===== config.mk =====
export PLATFORM = sky130hd
export DESIGN_NAME = dcache_direct_mapped
export DESIGN_NICKNAME = d
export VERILOG_FILES = /design/src/rtl/dcache_direct_mapped.sv
export SDC_FILE = /design/constraint.sdc
export NUM_CORES = 1
export LEC_CHECK = 0
export BUFFER_PORTS_ARGS = -buffer_cell sky130_fd_sc_hd__buf_2
export CAP_MARGIN = 40
export CELL_PAD_IN_SITES_DETAIL_PLACEMENT = 0
export CELL_PAD_IN_SITES_GLOBAL_PLACEMENT = 2
export CORE_MARGIN = 1
export CORE_UTILIZATION = 39
export CTS_CLUSTER_SIZE = 14
export DETAILED_ROUTE_END_ITERATION = 12
export GPL_TIMING_DRIVEN = 0
export PLACE_DENSITY = 0.89
export SYNTH_ARGS = -nofsm -noshare
export SYNTH_HDL_FRONTEND = slang
export SYNTH_SLANG_ARGS = --single-unit

===== constraint.sdc =====
create_clock -name clock -period 4.1 [get_ports clock]
set_clock_uncertainty 0.1 [all_clocks]
set_input_delay 0.82 -clock clock [delete_from_list [all_inputs] [get_ports clock]]
set_output_delay 0.82 -clock clock [all_outputs]
set_load 0.01 [all_outputs]

===== src/rtl/dcache_direct_mapped.sv =====
// Write-back direct-mapped data cache: 8 lines x 4 bytes, CPU byte port, 32-bit block memory port.
// Latency: read hit 0 cycles; miss = 1 + FETCH cycles + 1 UPDATE (+ WRITEBACK cycles if victim dirty).
// Backpressure: busywait stalls the CPU on a miss; mem_busywait stalls WRITEBACK/FETCH exit.
module dcache_direct_mapped (
    input  logic        clock,
    input  logic        reset,
    input  logic        read,
    input  logic        write,
    input  logic [7:0]  address,
    input  logic [7:0]  writedata,
    output logic [7:0]  readdata,
    output logic        busywait,
    output logic        mem_read,
    output logic        mem_write,
    output logic [5:0]  mem_address,
    output logic [31:0] mem_writedata,
    input  logic [31:0] mem_readdata,
    input  logic        mem_busywait
);

    typedef enum logic [1:0] {
        S_IDLE      = 2'd0,
        S_WRITEBACK = 2'd1,
        S_FETCH     = 2'd2,
        S_UPDATE    = 2'd3
    } state_t;

    state_t      r_state;
    state_t      w_state_next;

    logic [7:0]  r_valid;
    logic [7:0]  r_dirty;
    logic [2:0]  r_tag  [8];
    logic [31:0] r_data [8];

    // Set on the edge that enters a memory phase; memory raises mem_busywait
    // combinationally from our request, so the entry edge must not count as done.
    logic        r_first;
    logic [31:0] r_fill;

    logic [2:0]  w_tag;
    logic [2:0]  w_index;
    logic [1:0]  w_offset;
    logic        w_access;
    logic        w_hit;
    logic        w_victim_dirty;
    logic        w_mem_done;
    logic [31:0] w_line;
    logic [7:0]  w_sel_byte;

    assign w_tag          = address[7:5];
    assign w_index        = address[4:2];
    assign w_offset       = address[1:0];
    assign w_access       = read ^ write;
    assign w_line         = r_data[w_index];
    assign w_hit          = r_valid[w_index] && (r_tag[w_index] == w_tag);
    assign w_victim_dirty = r_valid[w_index] && r_dirty[w_index];
    assign w_mem_done     = !r_first && !mem_busywait;
    assign w_sel_byte     = w_line[{w_offset, 3'b000} +: 8];

    // Next-state and all outputs; reset forces every output low without a clock.
    always_comb begin
        w_state_next  = r_state;
        readdata      = 8'h00;
        busywait      = 1'b0;
        mem_read      = 1'b0;
        mem_write     = 1'b0;
        mem_address   = 6'h00;
        mem_writedata = 32'h0000_0000;
        if (reset) begin
            case (r_state)
                S_IDLE: begin
                    if (w_access) begin
                        if (w_hit) begin
                            if (read) begin
                                readdata = w_sel_byte;
                            end
                        end else begin
                            busywait     = 1'b1;
                            w_state_next = w_victim_dirty ? S_WRITEBACK : S_FETCH;
                        end
                    end
                end
                S_WRITEBACK: begin
                    busywait      = 1'b1;
                    mem_write     = 1'b1;
                    mem_address   = {r_tag[w_index], w_index};
                    mem_writedata = w_line;
                    if (w_mem_done) begin
                        w_state_next = S_FETCH;
                    end
                end
                S_FETCH: begin
                    busywait    = 1'b1;
                    mem_read    = 1'b1;
                    mem_address = address[7:2];
                    if (w_mem_done) begin
                        w_state_next = S_UPDATE;
                    end
                end
                default: begin
                    busywait     = 1'b1;
                    w_state_next = S_IDLE;
                end
            endcase
        end
    end

    // State register, first-cycle flag and fetched-block capture.
    always_ff @(posedge clock or negedge reset) begin
        if (!reset) begin
            r_state <= S_IDLE;
            r_first <= 1'b0;
            r_fill  <= 32'h0000_0000;
        end else begin
            r_state <= w_state_next;
            r_first <= (w_state_next != r_state);
            if (r_state == S_FETCH && w_mem_done) begin
                r_fill <= mem_readdata;
            end
        end
    end

    // Line array: write-hit byte merge in IDLE, whole-line refill in UPDATE.
    always_ff @(posedge clock or negedge reset) begin
        if (!reset) begin
            r_valid <= 8'h00;
            r_dirty <= 8'h00;
            for (int i = 0; i < 8; i++) begin
                r_tag[i]  <= 3'd0;
                r_data[i] <= 32'h0000_0000;
            end
        end else begin
            if (r_state == S_IDLE && w_access && w_hit && write) begin
                r_data[w_index][{w_offset, 3'b000} +: 8] <= writedata;
                r_dirty[w_index]                         <= 1'b1;
            end
            if (r_state == S_UPDATE) begin
                r_data[w_index]  <= r_fill;
                r_tag[w_index]   <= w_tag;
                r_valid[w_index] <= 1'b1;
                r_dirty[w_index] <= 1'b0;
            end
        end
    end

endmodule


* Word level (Yosys, flattened, before mapping)
Index checks and enable logic that the tools add are counted.
Storage, ports and cells: register bits 331, logic and storage cells 101, input port bits 53
Cells by class: eq/ne operators 5, shifts and indexed selects 3, magnitude comparators 4, multiplexer cells 49, reductions and logical operators 12, add/subtract/negate cells 1, bitwise logic cells 6
Operator list (number):
- $bwmux 256 | 2
- $mux 256 | 2
- $demux 32 s3 | 2
- $mux 32 | 6
- $bmux 32 s3 | 1
- $mux 8 | 7
- $shift 8x7->32 const A | 1
- $shiftx 32x6->8 | 1
- $shiftx 8x7->32 | 1
- $bwmux 24 | 1
- $or 8x8->8 | 2
- $mux 2 | 6
- $pmux 6 s2 | 1
- $mux 1 | 11
- $bmux 3 s3 | 1
- $demux 3 s3 | 1
- $logic_and 1x1->1 | 9
- $mux 3 | 3
- $and 8x8->8 | 1
- $not 8->8 | 1
- $neg 5->7 | 1
- $bmux 1 s3 | 2
- $mux 6 | 1
- $pmux 2 s3 | 1
- 13 further kinds | 15

* Longest topological paths before layout
depth after elaboration 11, gate-level depth with buffers 11, gate-level depth less buffers 9

* Least setup slack after synthesis
Ideal clock, no wire load.
path type input to output, start input address[3], end output readdata[7], setup slack 235 ps, path buffers 3, arrival 2945 ps, stages on the path 9, data required time 3180 ps, cell sequence buf_2 > or2_2 > nor2_1 > clkbuf_1 > clkbuf_1 > a22oi_1 > and3_1 > mux4_2 > nor2_1
Between the ends: longest elaborated chain between the ends 10, elaborated cells on any way between the ends 17
Ends and longest elaborated chain:
- start, declared | line 9 | input logic [7:0] address,
- $not 3->4 (implied by the code) | line 55, 56
- $bmux 32 s3 or $bmux 3 s3 (tied branches) | line 55, 56
- $mux 32 (implied by the code) or $mux 3 (tied branches) (2 in series) | line 55, 56
- $shiftx 32x6->8 or $eq 3x3->1 (tied branches) | line 59, 56
- $mux 8 or $logic_and 1x1->1 (tied branches) | line 75, 56
- $mux 8 * | line 74 | if (w_hit) begin
- $mux 8 * | line 73 | if (w_access) begin
- $mux 8 * | line 71 | case (r_state)
- $mux 8 * | line 70 | if (reset) begin
- end, declared | line 11 | output logic [7:0] readdata,
Every way passes the cells marked *; elsewhere a longest branch is shown, timed or not. The select of a mux whose other input is x is not followed.

* Final worst setup path
start input address[3], end output readdata[4]
The elaborated chain is that of the path after synthesis.

==> reports/qor.log <==
INFO  final_layout   layout-drive-gt1-share=19.2%
INFO  global_route   grt_pass1_vias=16000
INFO  final_layout   postLayoutCoreUtil=47.9%
INFO  synth          asr_flop_ratio_synth=100%
INFO  routing        avgViaCountPerCell=6.13
INFO  synth          synth_seq_cells=331
INFO  power          sw_frac_of_total=36.4%
INFO  sta            fin_crit_sh=100%
INFO  sta            setup_viol=3
INFO  floorplanning  core=44300µm²
INFO  sta            maxSlewViolCount=0
INFO  floorplanning  die_h=214µm
INFO  floorplanning  die_area=45800µm²
INFO  routing        firstDrtPassIters=6
INFO  power          sequentialPowerShare=40.5%
INFO  worst_setup_path startpoint_class_of_the_critical_path=input pin
INFO  clocking       tritoncts_num_sinks=331
INFO  final_layout   num-nets-final=2124
INFO  synth          post_synth_inst_count=1868
INFO  power          power_per_cell_area=628nW/µm²
INFO  clocking       tritoncts.num_buffers=40
INFO  synth          distinct_cell_type_count_after_synthesis=53
INFO  global_route   initial_antenna_violation_count=3
INFO  synth          synth_seq_area_share=47.3%
INFO  clocking       htree_levels=2
INFO  worst_setup_path worst_ep_arrival_time=3.19ns
INFO  clocking       cts_root_buffer=clkbuf_16
INFO  worst_setup_path critical_path_class=input pin to primary output
INFO  synth          edff_count_synth=0
INFO  worst_setup_path cp-end-kind=primary output
INFO  worst_setup_path critical_path.max_fanout=10
INFO  place          dpl.hpwl=53.2mm
INFO  run_status     violations=setup timing
INFO  synth          synth.avg_cell_area=9.38µm²
INFO  place          port-buffer-count=101
INFO  global_route   globalRouteTotalUtil=32.6%
INFO  floorplanning  start_util=39.5%
INFO  power          power.internal=8.47mW
INFO  routing        via_count=16500
INFO  power          switch_pwr=4.84mW
INFO  routing        drc_errors=0
INFO  sta            slew_headroom=30.5%
INFO  clocking       clock_insertion_delay_worst_skew=0.57ns
INFO  place          post-place-ws=-1.48ns
INFO  routing        drt-wirelength-per-cell=27.9µm
INFO  final_layout   area_growth_syn_to_layout=21.0%
INFO  hold_path      worst_min_path_class=input pin to asynchronous set/reset pin
INFO  run_status     status=finished with violations
INFO  floorplanning  floorplan.die.width=214µm
INFO  synth          postSynthNetCount=1929
INFO  worst_setup_path timing.critical_path.required=3.18ns
INFO  global_route   grt_remaining_overflow=0
INFO  sta            fmax=243MHz
INFO  synth          post_synth_design_cell_area=17500µm²
INFO  power          combinational_fraction_of_design_power=32.6%
INFO  power          power_frac_clock=26.9%
INFO  place          gpl.final_weighted_congestion=0.995
INFO  sta            timing.final.ws_setup=-0.00826ns
INFO  run            maxCapViolCount=0
INFO  floorplanning  rows=77
INFO  clocking       tritoncts=done
INFO  sta            rsz0062_at_grt=yes
INFO  power          peakVddDrop=0.405mV
INFO  synth          dominantRegCellSynth=dfrtp_1
INFO  clocking       clockBufferDepth=3
INFO  sta            timing_hold_violations_final=0
INFO  clocking       cts.clk_slew.worst_paths=0.06ns
INFO  synth          synthesis.yosys.warnings=0
INFO  global_route   grt_pass1_wl=110mm
INFO  power          p_total=13.3mW
INFO  routing        detail_route.iter0.violations=2267
INFO  routing        routed_wl=75.0mm
INFO  power          p_leak=8.97nW
INFO  sta            period_minus_slack=4.11ns
INFO  sta            whs=0.190ns
INFO  routing        postRouteAntennaNets=0
INFO  floorplanning  io-pin-count=102
INFO  sta            worst_pin_slew=1.04ns
INFO  global_route   grt_max_degree=120
sequential cells by signal, summed over array words and instances, names as in the netlist, named ones only:
register and cells:
r_data 256, r_fill 32, r_tag 24, r_valid 8, r_dirty 4, r_state 2, r_first 1
placed cells by master, fill, tap and decap left out, drive strengths merged, types with 14 or more instances in the layout:
cell	instances
a21oi	70
a22o	19
a22oi	102
a31oi	15
and2	34
and3	14
buf	221
clkbuf	162
dfrtp	331
inv	65
mux2	44
mux2i	160
nand2	298
nand3	21
nor2	131
nor3	22
o21ai	163
o221ai	56
o22ai	55
layout make-up:
class                   count  area [µm²]
fillers                  4218       23100
multi-input cells        1301        8600
flip-flops and latches    331        8280
clock buffers              59        1210
repair buffers            158        1130
plain buffers             166         891
well taps                 592         741
inverters                  65         244
clock inverters            12        91.3
diodes                      5        12.5
per-stage QoR:
stage	cell area, µm²	setup TNS, ns	cells
final	21200	-0.0148	2689
after floorplan	17500	0	1868
after CTS	21000	0	2683
after global placement	18800	-1927.53	2561
after detailed placement	19200	-55.56	2601
after global routing	21200	-0.126	2684
worst paths after layout:
| path | start | endpoint | slack (ns) | depth (start not counted) |
|---|---|---|---|---|
| worst max-delay path | address[3] | readdata[4] | -0.008 | 12 |
| worst min-delay path | reset | r_fill[5] | 0.19 | 1 |
| worst max register to register | r_state[0] | r_data[115] | 0.22 | 9 |
| worst min register to register | r_valid[5] | r_valid[5] | 0.37 | 1 |
| max in group asynchronous | reset | r_data[214] | 2.06 | 3 |
| min in group clock | r_valid[5] | r_valid[5] | 0.37 | 1 |
worst max-delay path, cell delays in order:
cell and delay [ns]:
buf_2 0.13, buf_6 0.15, nor2_1 0.14, and2_4 0.25, clkbuf_4 0.34, a22oi_1 0.15
o221ai_1 0.09, nor3_1 0.10, buf_2 0.19, mux4_2 0.52, nor2_4 0.14, buf_2 0.15
power groups by stage:
stage / clock network, mW / logic (mW) / registers, mW
2_1_floorplan: 0 / 2.74 / 5.17
3_3_place_gp: 0 / 3.93 / 5.35
3_5_place_dp: 0 / 4.08 / 5.40
4_1_cts: 3.61 / 4.18 / 5.35
5_1_grt: 3.74 / 4.72 / 5.53
6_report: 3.58 / 4.35 / 5.38
routing by layer:
metal	wire [µm]	track usage (%)	vias to the layer above
li1	-	-	7046
met1	30200	43.4	8136
met2	32300	47.6	1062
met3	8740	10.8	230
met4	3740	15.3	0
met5	0	0	-
cells by family after synthesis:
group	after synthesis	synth area share, %
buf+inv	236	5.28
xor+xnor	1	0.0500
flops	331	47.3
compound gates	515	18.9
mux	214	13.2
simple gates	563	14.6
fa+ha+maj	8	0.571
what timing repair did:
action                     in CTS  in global routing
setup endpoints to repair      69                 18
buffers inserted               16                  3
resized for setup             116                 61
gates cloned                    0                  0
hold buffers                    0                  0
pin swaps                       6                  5
cells in the mapped netlist, types with 2 or more instances:
master	count	share of area [%]
a21oi_1	70	2.0
a221oi_1	13	0.65
a22o_1	19	0.95
a22oi_1	102	4.4
a31oi_1	15	0.54
and2_1	34	1.2
and3_1	14	0.50
and4_1	13	0.65
buf_1	45	0.96
buf_2	10	0.29
buf_6	3	0.19
clkbuf_1	112	2.4
dfrtp_1	331	47
ha_1	8	0.57
inv_1	63	1.3
inv_2	2	0.043
mux2_2	44	2.8
mux2i_1	160	9.1
mux4_2	10	1.3
nand2_1	298	6.4
nand2b_1	12	0.43
nand3_1	13	0.37
nand3_2	6	0.34
nand3_4	2	0.20
nand4_1	2	0.071
nor2_1	117	2.5
nor2_2	9	0.32
nor2_4	5	0.32
nor2b_1	4	0.14
nor3_1	21	0.60
nor3b_1	4	0.17
o211ai_1	8	0.34
o21a_1	4	0.17
o21ai_0	160	4.6
o21ai_1	3	0.086
o221ai_1	56	2.8
o22ai_1	55	2.0
o31ai_1	2	0.086
or2_2	4	0.14
or3_1	2	0.071
Power figures use the tool's default switching activity.
